[config.mk]
export PLATFORM = sky130hd
export DESIGN_NAME = rocc_ctrl_flat
export DESIGN_NICKNAME = d
export VERILOG_FILES = /design/src/rtl/rocc_ctrl_if.sv /design/src/rtl/rocc_ctrl.sv /design/src/flat_wrapper.sv
export SDC_FILE = /design/constraint.sdc
export NUM_CORES = 1
export LEC_CHECK = 0
export BUFFER_PORTS_ARGS = -buffer_cell sky130_fd_sc_hd__buf_2
export CELL_PAD_IN_SITES_DETAIL_PLACEMENT = 0
export CELL_PAD_IN_SITES_GLOBAL_PLACEMENT = 1
export CORE_AREA = 4 4 195 197
export CTS_CLUSTER_DIAMETER = 40
export DETAILED_ROUTE_END_ITERATION = 12
export DIE_AREA = 0 0 199 201
export PLACE_DENSITY = 0.72
export SYNTH_ARGS = -nofsm -noshare
export SYNTH_HDL_FRONTEND = slang
export SYNTH_SLANG_ARGS = --single-unit
[constraint.sdc]
create_clock -name clk_i -period 2.6 [get_ports clk_i]
set_input_delay 0.13 -clock clk_i [delete_from_list [all_inputs] [get_ports clk_i]]
set_output_delay 0.13 -clock clk_i [all_outputs]
set_load 0.02 [all_outputs]
[src/rtl/rocc_ctrl_if.sv]
// rtl/rocc_ctrl_if.sv - RoCC command/response types and the core-side RoCC bus interface
package rocc_pkg;

    typedef struct packed {
        logic [31:0] inst;
        logic [63:0] rs1_data;
        logic [63:0] rs2_data;
    } rocc_cmd_t;

    typedef struct packed {
        logic [63:0] resp_data;
        logic [4:0]  resp_rd;
    } rocc_resp_t;

endpackage

interface rocc_ctrl_if;
    import rocc_pkg::*;

    logic       issue_valid_i;
    logic       issue_ready_o;
    rocc_cmd_t  issue_cmd_i;
    logic [4:0] issue_rd_i;
    logic       issue_xd_i;

    rocc_cmd_t  rocc_cmd_o;
    logic       rocc_cmd_valid_o;
    logic       rocc_cmd_ready_i;

    rocc_resp_t rocc_resp_i;
    logic       rocc_resp_valid_i;
    logic       rocc_resp_ready_o;

    logic        wb_valid_o;
    logic [4:0]  wb_rd_o;
    logic [63:0] wb_data_o;
    logic        wb_ack_i;

    logic [31:0] rd_pending_o;
    logic        busy_o;
    logic        spurious_o;

    // Controller side
    modport slave (
        input  issue_valid_i, issue_cmd_i, issue_rd_i, issue_xd_i,
        input  rocc_cmd_ready_i, rocc_resp_i, rocc_resp_valid_i, wb_ack_i,
        output issue_ready_o, rocc_cmd_o, rocc_cmd_valid_o, rocc_resp_ready_o,
        output wb_valid_o, wb_rd_o, wb_data_o, rd_pending_o, busy_o, spurious_o
    );

    // Issue stage / accelerator / writeback side
    modport master (
        output issue_valid_i, issue_cmd_i, issue_rd_i, issue_xd_i,
        output rocc_cmd_ready_i, rocc_resp_i, rocc_resp_valid_i, wb_ack_i,
        input  issue_ready_o, rocc_cmd_o, rocc_cmd_valid_o, rocc_resp_ready_o,
        input  wb_valid_o, wb_rd_o, wb_data_o, rd_pending_o, busy_o, spurious_o
    );

endinterface

[src/rtl/rocc_ctrl.sv]
// rtl/rocc_ctrl.sv - core-side RoCC initiator with rd tracking and writeback holding register
module rocc_ctrl
    import rocc_pkg::*;
#(
    parameter int unsigned MAX_OUTSTANDING = 4
) (
    input  logic      clk_i,
    input  logic      rst_ni,
    rocc_ctrl_if.slave bus
);

    rocc_cmd_t   cmd_q, cmd_d;
    logic        cmd_valid_q, cmd_valid_d;
    logic [31:0] pending_q, pending_d;
    logic [3:0]  count_q, count_d;
    logic        wb_valid_q, wb_valid_d;
    logic [4:0]  wb_rd_q, wb_rd_d;
    logic [63:0] wb_data_q, wb_data_d;
    logic        spurious_q, spurious_d;
    logic        busy_q, busy_d;

    logic issue_ready;
    logic issue_fire;
    logic resp_ready;
    logic resp_fire;
    logic resp_hit;
    logic at_limit;

    // Handshake gating uses registered tracking state only; nothing is accepted while in reset
    always_comb begin
        at_limit    = (count_q == 4'(MAX_OUTSTANDING));
        issue_ready = rst_ni && (!cmd_valid_q || bus.rocc_cmd_ready_i)
                      && !(bus.issue_xd_i && (pending_q[bus.issue_rd_i] || at_limit));
        issue_fire  = bus.issue_valid_i && issue_ready;
        resp_ready  = rst_ni && (!wb_valid_q || bus.wb_ack_i);
        resp_fire   = bus.rocc_resp_valid_i && resp_ready;
        resp_hit    = pending_q[bus.rocc_resp_i.resp_rd];
    end

    // Next-state for command register, pending bitmap, count, writeback register and status
    always_comb begin
        cmd_d       = cmd_q;
        cmd_valid_d = cmd_valid_q;
        pending_d   = pending_q;
        count_d     = count_q;
        wb_valid_d  = wb_valid_q;
        wb_rd_d     = wb_rd_q;
        wb_data_d   = wb_data_q;
        spurious_d  = 1'b0;

        if (issue_fire) begin
            cmd_d       = bus.issue_cmd_i;
            cmd_valid_d = 1'b1;
        end else if (bus.rocc_cmd_ready_i) begin
            cmd_valid_d = 1'b0;
        end

        if (bus.wb_ack_i) begin
            wb_valid_d = 1'b0;
        end

        // A response for rd=x0 still retires its pending entry but never writes back
        if (resp_fire) begin
            if (resp_hit) begin
                pending_d[bus.rocc_resp_i.resp_rd] = 1'b0;
                count_d = count_d - 4'd1;
                if (bus.rocc_resp_i.resp_rd != 5'd0) begin
                    wb_valid_d = 1'b1;
                    wb_rd_d    = bus.rocc_resp_i.resp_rd;
                    wb_data_d  = bus.rocc_resp_i.resp_data;
                end
            end else begin
                spurious_d = 1'b1;
            end
        end

        // Issue gating guarantees the rd being set is not the one being cleared
        if (issue_fire && bus.issue_xd_i) begin
            pending_d[bus.issue_rd_i] = 1'b1;
            count_d = count_d + 4'd1;
        end

        busy_d = cmd_valid_d || (count_d != 4'd0) || wb_valid_d;
    end

    // State registers with synchronous active-low reset
    always_ff @(posedge clk_i) begin
        if (!rst_ni) begin
            cmd_q       <= '0;
            cmd_valid_q <= 1'b0;
            pending_q   <= '0;
            count_q     <= '0;
            wb_valid_q  <= 1'b0;
            wb_rd_q     <= '0;
            wb_data_q   <= '0;
            spurious_q  <= 1'b0;
            busy_q      <= 1'b0;
        end else begin
            cmd_q       <= cmd_d;
            cmd_valid_q <= cmd_valid_d;
            pending_q   <= pending_d;
            count_q     <= count_d;
            wb_valid_q  <= wb_valid_d;
            wb_rd_q     <= wb_rd_d;
            wb_data_q   <= wb_data_d;
            spurious_q  <= spurious_d;
            busy_q      <= busy_d;
        end
    end

    assign bus.issue_ready_o     = issue_ready;
    assign bus.rocc_cmd_o        = cmd_q;
    assign bus.rocc_cmd_valid_o  = cmd_valid_q;
    assign bus.rocc_resp_ready_o = resp_ready;
    assign bus.wb_valid_o        = wb_valid_q;
    assign bus.wb_rd_o           = wb_rd_q;
    assign bus.wb_data_o         = wb_data_q;
    assign bus.rd_pending_o      = pending_q;
    assign bus.busy_o            = busy_q;
    assign bus.spurious_o        = spurious_q;

endmodule
[src/flat_wrapper.sv]
// flat-port wrapper written by rule: the top's interface ports become plain ports
module rocc_ctrl_flat import rocc_pkg::*;
#(
    parameter int unsigned MAX_OUTSTANDING = 4
)
  (clk_i, rst_ni, bus_issue_valid_i, bus_issue_cmd_i, bus_issue_rd_i, bus_issue_xd_i, bus_rocc_cmd_ready_i, bus_rocc_resp_i, bus_rocc_resp_valid_i, bus_wb_ack_i, bus_issue_ready_o, bus_rocc_cmd_o, bus_rocc_cmd_valid_o, bus_rocc_resp_ready_o, bus_wb_valid_o, bus_wb_rd_o, bus_wb_data_o, bus_rd_pending_o, bus_busy_o, bus_spurious_o);
  rocc_ctrl_if bus_i ();
  input  logic clk_i;
  input  logic rst_ni;
  input wire logic [$bits(bus_i.issue_valid_i)-1:0] bus_issue_valid_i;
  input wire logic [$bits(bus_i.issue_cmd_i)-1:0] bus_issue_cmd_i;
  input wire logic [$bits(bus_i.issue_rd_i)-1:0] bus_issue_rd_i;
  input wire logic [$bits(bus_i.issue_xd_i)-1:0] bus_issue_xd_i;
  input wire logic [$bits(bus_i.rocc_cmd_ready_i)-1:0] bus_rocc_cmd_ready_i;
  input wire logic [$bits(bus_i.rocc_resp_i)-1:0] bus_rocc_resp_i;
  input wire logic [$bits(bus_i.rocc_resp_valid_i)-1:0] bus_rocc_resp_valid_i;
  input wire logic [$bits(bus_i.wb_ack_i)-1:0] bus_wb_ack_i;
  output wire logic [$bits(bus_i.issue_ready_o)-1:0] bus_issue_ready_o;
  output wire logic [$bits(bus_i.rocc_cmd_o)-1:0] bus_rocc_cmd_o;
  output wire logic [$bits(bus_i.rocc_cmd_valid_o)-1:0] bus_rocc_cmd_valid_o;
  output wire logic [$bits(bus_i.rocc_resp_ready_o)-1:0] bus_rocc_resp_ready_o;
  output wire logic [$bits(bus_i.wb_valid_o)-1:0] bus_wb_valid_o;
  output wire logic [$bits(bus_i.wb_rd_o)-1:0] bus_wb_rd_o;
  output wire logic [$bits(bus_i.wb_data_o)-1:0] bus_wb_data_o;
  output wire logic [$bits(bus_i.rd_pending_o)-1:0] bus_rd_pending_o;
  output wire logic [$bits(bus_i.busy_o)-1:0] bus_busy_o;
  output wire logic [$bits(bus_i.spurious_o)-1:0] bus_spurious_o;
  assign bus_i.issue_valid_i = bus_issue_valid_i;
  assign bus_i.issue_cmd_i = bus_issue_cmd_i;
  assign bus_i.issue_rd_i = bus_issue_rd_i;
  assign bus_i.issue_xd_i = bus_issue_xd_i;
  assign bus_i.rocc_cmd_ready_i = bus_rocc_cmd_ready_i;
  assign bus_i.rocc_resp_i = bus_rocc_resp_i;
  assign bus_i.rocc_resp_valid_i = bus_rocc_resp_valid_i;
  assign bus_i.wb_ack_i = bus_wb_ack_i;
  assign bus_issue_ready_o = bus_i.issue_ready_o;
  assign bus_rocc_cmd_o = bus_i.rocc_cmd_o;
  assign bus_rocc_cmd_valid_o = bus_i.rocc_cmd_valid_o;
  assign bus_rocc_resp_ready_o = bus_i.rocc_resp_ready_o;
  assign bus_wb_valid_o = bus_i.wb_valid_o;
  assign bus_wb_rd_o = bus_i.wb_rd_o;
  assign bus_wb_data_o = bus_i.wb_data_o;
  assign bus_rd_pending_o = bus_i.rd_pending_o;
  assign bus_busy_o = bus_i.busy_o;
  assign bus_spurious_o = bus_i.spurious_o;
  rocc_ctrl #(.MAX_OUTSTANDING(MAX_OUTSTANDING)) u_core (.clk_i(clk_i), .rst_ni(rst_ni), .bus(bus_i));
endmodule
==> results of run 1 <==
[registers in the layout, summed over array words and instances, names as in the netlist]
name                         count
u_core.bus.rocc_cmd_valid_o      1
u_core.bus.wb_rd_o               5
u_core.bus.wb_data_o            64
u_core.bus.wb_valid_o            1
u_core.bus.rd_pending_o         32
u_core.bus.rocc_cmd_o          160
u_core.bus.busy_o                1
u_core.bus.spurious_o            1
u_core.count_q                   4
[repair_timing]
item	in CTS	in global routing
hold buffers	229	0
buffers inserted	2	0
gates resized for setup	8	0
hold endpoints to repair	232	0
setup endpoints to repair	1	0
[critical path, stage by stage (launching register included)]
cell and delay (ns):
dfxtp_4 0.36, mux4_2 0.50, a32oi_2 0.22, o21ai_1 0.10
nand4b_4 0.19, nand2_2 0.13, and3_4 0.21, buf_8 0.13
[path summary, 6_finish.rpt]
path,cells past startpoint,endpoint,startpoint,slack (ns)
worst max-delay path,7,bus_issue_ready_o,u_core.bus.rd_pending_o[27],0.07
worst min-delay path,3,u_core.bus.wb_rd_o[2],bus_rocc_resp_i[2],0.05
worst max register to register,10,u_core.bus.rocc_cmd_o[124],u_core.bus.rd_pending_o[27],0.13
worst min register to register,2,u_core.bus.rocc_cmd_o[154],u_core.bus.rocc_cmd_o[154],0.45
[per-layer routing]
metal / vias to the layer above / GRT usage (%) / wire [um]
li1: 5791 / - / -
met1: 5400 / 23.5 / 16900
met2: 486 / 32.8 / 19700
met3: 86 / 6.55 / 3660
met4: 2 / 7.65 / 1410
met5: - / 0 / 13
[kinds of logic (layout without fill, tap and decap cells)]
family                     count (synthesis)  after routing
AOI/OAI and AO/OA                        322            322
and+or+nand+nor                          571            571
muxes                                     28             28
adders and majority gates                  1              1
buffers and inverters                    105            872
DFF                                      269            269
xor gates and xnor gates                   5              5
[per-stage QoR]
step | setup slack, ns | instances | utilization, %
3_3_place_gp | 0.132 | 2222 | 37.3
3_5_place_dp | 0.0715 | 2222 | 37.3
2_1_floorplan | 0.392 | 1301 | -
5_1_grt | 0.00856 | 2536 | 48.2
4_1_cts | 0.0481 | 2536 | 48.2
6_report | 0.0744 | 2536 | 48.2
[synthesized netlist by cell type (2+ instances only)]
cell type and count:
a32oi_1 2, nand2_2 2, nor3_1 6, a21oi_1 259
and3_1 8, and2_1 4, o2111ai_1 2, nor3b_1 3
a22oi_1 3, mux2i_1 16, nand3b_1 4, or3_1 4
and3b_1 3, o32ai_1 2, buf_2 30, o21ai_1 2
nand2_1 495, nand3_1 7, mux4_2 4, mux2_2 6
nand2b_1 7, xnor2_1 3, a221oi_1 2, or2_2 2
o21a_1 2, o21ai_0 32, nor2_2 2, nor4_2 2
a2bb2oi_2 2, inv_1 7, o22ai_1 3, nor2_1 11
buf_6 13, dfxtp_1 269, clkbuf_1 51
[power by group through the flow]
stage | Combinational, W | Clock [W] | Sequential, W
2_1_floorplan | 0.000504 | 0 | 0.00465
3_3_place_gp | 0.00122 | 0 | 0.00446
5_1_grt | 0.00165 | 0.00671 | 0.00440
3_5_place_dp | 0.00123 | 0 | 0.00446
4_1_cts | 0.00152 | 0.00654 | 0.00438
6_report | 0.00152 | 0.00638 | 0.00438
[cell type report]
type,count,area (um2),share of cell area [%]
clock buffer,56,1270,7.26
multi-input combinational,927,4550,26.0
sequential,269,5390,30.8
inverter,7,33.8,0.193
clock inverter,28,369,2.11
tap,468,586,3.35
timing repair buffer,781,5290,30.2
==> summary.md, run 1 <==
| Metric | Value |
|---|---|
| Status | `finished, final reports clean` |
| Type of the worst min-delay path | `input port to register` |
| Fmax | `roughly 0.4 GHz` |
| First-pass GRT wire length | `64000 um` |
| Tmin final | `approximately 2.5 ns` |
| Critical path class | `register to output port` |
| Synth Area in Simple Gates | `a little under a quarter` |
| Yosys top cell area share | `a little over 50%` |
| Worst slew pin tran | `just over 0.6 ns` |
| Total Wirelength | `41700 um` |
| Mapped Nets | `around 1500` |
| Cell area after layout | `approximately 17000 um2` |
| Die Ht | `201 um` |
| Layout cells sized above 1 | `roughly a third` |
| Hold WS | `between 0.04 and 0.05 ns` |
| Most common cell after layout, fill and taps aside | `buf_2` |
| Final Skew | `0.0176 ns` |
| Vias in the first global route | `~12000` |
| Final setup vio count | `0` |
| Layout Nets | `approximately 2300` |
| Ys Warns | `0` |
| Clock root buffer | `clkbuf_16` |
| Post-Syn Area | `~10000 um2` |
| Crit path capture type | `output port` |
| Max VDD drop | `0.468 mV` |
| Pre-Repair DR Iteration Count | `5` |
| RSZ-0062 raised after global routing | `no` |
| Placer Congestion | `about 0.86` |
| Initial antenna violation count | `2` |
| Total design power | `0.0123 W` |
| Fin crit share | `a little over nine tenths` |
| Register area share after synthesis | `51.5%` |
| DRC errors left | `0` |
| NetSw | `about 0.0031 W` |
| Largest family of logic cells by synthesized area | `simple AND/OR/NAND/NOR gates` |
| Clock Latency Late Sink | `0.56 ns` |
| Area delta synth->final | `67.1%` |
| Area after DPL | `between 10000 and 15000 um2` |
| XOR/XNOR Fraction of Synth Area | `less than 1%` |
| Cells after Synth | `around 1300` |
| Max Buffers Root-to-Sink | `3` |
| Clk pwr share | `a little over half` |
| Drt initial violations | `between 500 and 600` |
| Slew headroom | `58.7%` |
| ANT cells | `0` |
| Switching share of power | `25.3%` |
| Internal power | `~0.009 W` |
| Clock Sinks | `around 270` |
| Setup crit start kind | `register` |
| Fillers | `~3400` |
| Port Buf Inserts | `just over 500` |
| CTS buffer count | `46` |
| Mux cell area share after synthesis | `between 3 and 4%` |
| Core Box Area | `~36000 um2` |
| GRT overflow | `0` |
| Die ar. | `around 40000 um2` |
| Vias per inst | `4.64` |
| Unique masters post-synth | `66` |
| TNS Setup | `0 ns` |
| EDFF count, synth | `0` |
| CTS tree | `built` |
| FP Rows | `70` |
| Gr usage total | `19.7%` |
| I/O pins | `around 510` |
| Max_cap viols | `0` |
| #FFs+latches synth | `roughly 270` |
| Ys flop type | `dfxtp_1` |
| Compound-gate portion of the synthesized area | `approximately 17%` |
| Initial core utilization | `between 20% and 30%` |
| Most frequent cells in the layout | `506 x buf_2, 494 x nand2_1, 267 x dfxtp_1` |
| CP arrival | `approximately 2.4 ns` |
| Flop pwr share | `between 30% and 40%` |
| Final slew viol count | `0` |
| Mean post-synth cell area | `8.04 um2` |
| Pin count of the biggest net entering global routing | `between 90 and 100` |
| Dpl hpwl | `29000 um` |
| Top cells by area, synth | `dfxtp_1 51%, nand2_1 18%, a21oi_1 12%` |
| Antenna-violating nets left | `0` |
| Pwr Density | `around 700 nW/um2` |
| Worst-path maximum fanout | `4` |
| Final hold violation count | `0` |
| H-Tree Depth | `2` |
| Chip width | `199 um` |
| Via Count | `11765` |
| Worst-path clk slew | `around 0.050 ns` |
| Async set-reset flop share out of synthesis | `0%` |
| Top cell type by total area after synthesis | `dfxtp_1` |
| Data required time at the worst endpoint | `~2.5 ns` |
| Drt wl/cell | `16.4 um` |
| Adder-Cell Fraction of Synth Area | `0.120%` |
| Comb power frac | `between 10% and 20%` |
| Leak pwr | `7.81 nW` |
Note: power is estimated with default switching activity, not from simulation.
==> inputs of run 2 (changes only) <==
--- a/config.mk
+++ b/config.mk
@@ -11,4 +11,5 @@
 export CORE_AREA = 4 4 195 197
 export CTS_CLUSTER_DIAMETER = 40
+export CTS_CLUSTER_SIZE = 30
 export DETAILED_ROUTE_END_ITERATION = 12
 export DIE_AREA = 0 0 199 201
==> constraint.sdc (replaced) <==
create_clock -name clk_i -period 2.6 [get_ports clk_i]
set_input_delay 0.52 -clock clk_i [delete_from_list [all_inputs] [get_ports clk_i]]
set_output_delay 0.52 -clock clk_i [all_outputs]
set_load 0.02 [all_outputs]
==> summary.md, run 2 (synthesis results as in run 1) <==
| Metric | Value |
|---|---|
| Status | `finished with violations (was finished, final reports clean)` |
| Failing checks | `setup timing` |
| Max FFs per register | `160 (unchanged)` |
| Initial antenna violation count | `8 (was 2)` |
| Most common cell after layout, fill and taps aside | `buf_2 (unchanged)` |
| WHS Endpoint | `u_core.bus.rocc_cmd_o[70] (was u_core.bus.wb_rd_o[2])` |
| Vias per inst | `4.67 (was 4.64)` |
| Initial core utilization | `28.9% (unchanged)` |
| Fin crit share | `107% (was 97.1%)` |
| Tmin final | `2.78 ns (was 2.53 ns)` |
| FP Rows | `70 (unchanged)` |
| Max_cap viols | `0 (unchanged)` |
| Clock Latency Late Sink | `0.54 ns (was 0.56 ns)` |
| Hold_sp | `bus_issue_cmd_i[70] (was bus_rocc_resp_i[2])` |
| Dpl hpwl | `29600 um (was 29000 um)` |
| DRC errors left | `0 (unchanged)` |
| Pwr Density | `730 nW/um2 (was 702 nW/um2)` |
| Drt initial violations | `573 (was 517)` |
| Reg-to-reg slack, setup | `0.13 ns (about the same)` |
| Clock Sinks | `269 (unchanged)` |
| Crit path capture type | `output port (unchanged)` |
| Setup ws final | `-0.182 ns (was 0.0744 ns)` |
| Most frequent cells in the layout | `506 x buf_2, 494 x nand2_1, 264 x dfxtp_1 (was 506 x buf_2, 494 x nand2_1, 267 x dfxtp_1)` |
| R2r startpoint | `u_core.bus.rd_pending_o[24] (was u_core.bus.rd_pending_o[27])` |
| Setup crit start kind | `register (unchanged)` |
| Worst-path maximum fanout | `2 (was 4)` |
| Final setup vio count | `1 (was 0)` |
| Switching share of power | `25.6% (was 25.3%)` |
| Data required time at the worst endpoint | `2.08 ns (was 2.47 ns)` |
| CP arrival | `2.26 ns (was 2.40 ns)` |
| Vias in the first global route | `10687 (was 11775)` |
| Via Count | `10919 (was 11765)` |
| Worst-path clk slew | `0.06 ns (was 0.05 ns)` |
| Critical path class | `register to output port (unchanged)` |
| RR Endpoint | `u_core.count_q[3] (was u_core.bus.rocc_cmd_o[124])` |
| Drt wl/cell | `16.9 um (was 16.4 um)` |
| CTS tree | `built (unchanged)` |
| NetSw | `0.00286 W (was 0.00310 W)` |
| Hold_buf cts | `0 (was 229)` |
| H-Tree Depth | `2 (unchanged)` |
| Area delta synth->final | `46.4% (was 67.1%)` |
| I/O pins | `508 (unchanged)` |
| Max VDD drop | `0.444 mV (was 0.468 mV)` |
| Slew headroom | `60.1% (was 58.7%)` |
| Comb power frac | `11.5% (was 12.4%)` |
| Dpl ws | `-0.201 ns (was 0.0715 ns)` |
| Placer Congestion | `0.872 (was 0.858)` |
| Fmax | `0.359 GHz (was 0.396 GHz)` |
| Internal power | `0.00832 W (was 0.00917 W)` |
| GRT overflow | `0 (unchanged)` |
| Pin count of the biggest net entering global routing | `77 (was 96)` |
| CTS buffer count | `41 (was 46)` |
| Port Buf Inserts | `507 (unchanged)` |
| Antenna-violating nets left | `0 (unchanged)` |
| Area after DPL | `13800 um2 (was 13500 um2)` |
| RSZ-0062 raised after global routing | `yes (was no)` |
| Cell area after layout | `15300 um2 (was 17500 um2)` |
| Core Box Area | `36300 um2 (unchanged)` |
| Layout cells sized above 1 | `37.7% (was 32.5%)` |
| Fillers | `3776 (was 3422)` |
| Gr usage total | `18.7% (was 19.7%)` |
| Final slew viol count | `0 (unchanged)` |
| Chip width | `199 um (unchanged)` |
| Final Skew | `0.0325 ns (was 0.0176 ns)` |
| Final hold violation count | `0 (unchanged)` |
| Layout Nets | `2080 (was 2274)` |
| Worst Hold Depth | `3 (unchanged)` |
| First-pass GRT wire length | `60100 um (was 64000 um)` |
| Cells on worst reg2reg path | `9 (was 10)` |
| Max Buffers Root-to-Sink | `3 (unchanged)` |
| Leak pwr | `6.97 nW (was 7.81 nW)` |
| Flop pwr share | `39.1% (was 35.7%)` |
| Total Wirelength | `39500 um (was 41700 um)` |
| Pre-Repair DR Iteration Count | `5 (unchanged)` |
| Die Ht | `201 um (unchanged)` |
| Die ar. | `40000 um2 (unchanged)` |
| Type of the worst min-delay path | `input port to register (unchanged)` |
| Clock root buffer | `clkbuf_16 (unchanged)` |
| Worst slew pin tran | `0.597 ns (was 0.619 ns)` |
| Clk pwr share | `49.4% (was 52.0%)` |
-- run 2: cell count changes in the layout (fill, tap and decap cells not counted), moves of 2 or more --
cell and delta:
buf_12 +3, buf_4 +37, bufinv_16 -4, clkbuf_16 -4
clkinv_4 +2, clkinvlp_4 -5, dfxtp_1 -3, dfxtp_2 +2
diode_2 +4, dlygate4sd3_1 -229
-- run 2: cell type report --
| class | count | area [um2] | area share, % |
|---|---|---|---|
| clock buffers | 54 | 1190 | 7.75 |
| multi-input cells | 927 | 4560 | 29.8 |
| inverters | 7 | 33.8 | 0.221 |
| clock inverters | 19 | 209 | 1.36 |
| well taps | 468 | 586 | 3.82 |
| flip-flops and latches | 269 | 5400 | 35.2 |
| diodes | 4 | 10.0 | 0.0654 |
| repair buffers | 592 | 3330 | 21.8 |
-- run 2: power groups by stage --
| stage | clock (W) | combinational, W | sequential [W] |
|---|---|---|---|
| 2_1_floorplan | 0 | 0.000504 | 0.00465 |
| 3_3_place_gp | 0 | 0.00127 | 0.00446 |
| 3_5_place_dp | 0 | 0.00128 | 0.00446 |
| 4_1_cts | 0.00568 | 0.00129 | 0.00438 |
| 5_1_grt | 0.00585 | 0.00140 | 0.00439 |
| 6_report | 0.00552 | 0.00128 | 0.00438 |
-- run 2: how the worst max path moves through the flow --
stage / start / to / cells past startpoint
CTS: u_core.bus.rd_pending_o[24] / bus_issue_ready_o / 7
global route: u_core.bus.rd_pending_o[24] / bus_issue_ready_o / 7
detailed placement: bus_issue_rd_i[1] / u_core.count_q[3] / 11
floorplan: bus_issue_rd_i[1] / bus_issue_ready_o / 8
global placement: bus_rocc_resp_i[1] / u_core.bus.busy_o / 11
finish: u_core.bus.rd_pending_o[24] / bus_issue_ready_o / 7
-- run 2: through the flow --
stage / power [W] / hold slack, ns / setup TNS [ns] / utilization, % / std cells
2_1_floorplan: 0.00516 / 0.533 / 0 / - / 1301
3_3_place_gp: 0.00573 / 0.439 / -8.82 / 38.2 / 2259
3_5_place_dp: 0.00574 / 0.444 / -17.23 / 38.2 / 2259
4_1_cts: 0.0113 / 0.172 / -0.200 / 42.2 / 2336
5_1_grt: 0.0116 / 0.185 / -0.254 / 42.2 / 2338
6_report: 0.0112 / 0.216 / -0.182 / 42.2 / 2340
-- run 2: repair_timing --
action / 4_1_cts / 5_1_grt
pin swaps: 2 / 0
resized for setup: 13 / 0
endpoints found under the setup margin: 1 / 1
setup buffers: 4 / 0
-- run 2: critical path, cell delays in order (launching register included) --
cell      delay, ns
dfxtp_4        0.34
mux4_2         0.46
a32oi_2        0.20
o21ai_1        0.11
nand4b_4       0.21
nand2_4        0.09
and3_4         0.19
buf_6          0.13
-- run 2: routing by layer --
metal	global-route usage [%]	up-vias	wire length (um)
met5	0	-	74
met2	30.7	489	18400
li1	-	5407	-
met1	22.1	4935	15900
met4	7.08	10	1070
met3	7.20	78	4130
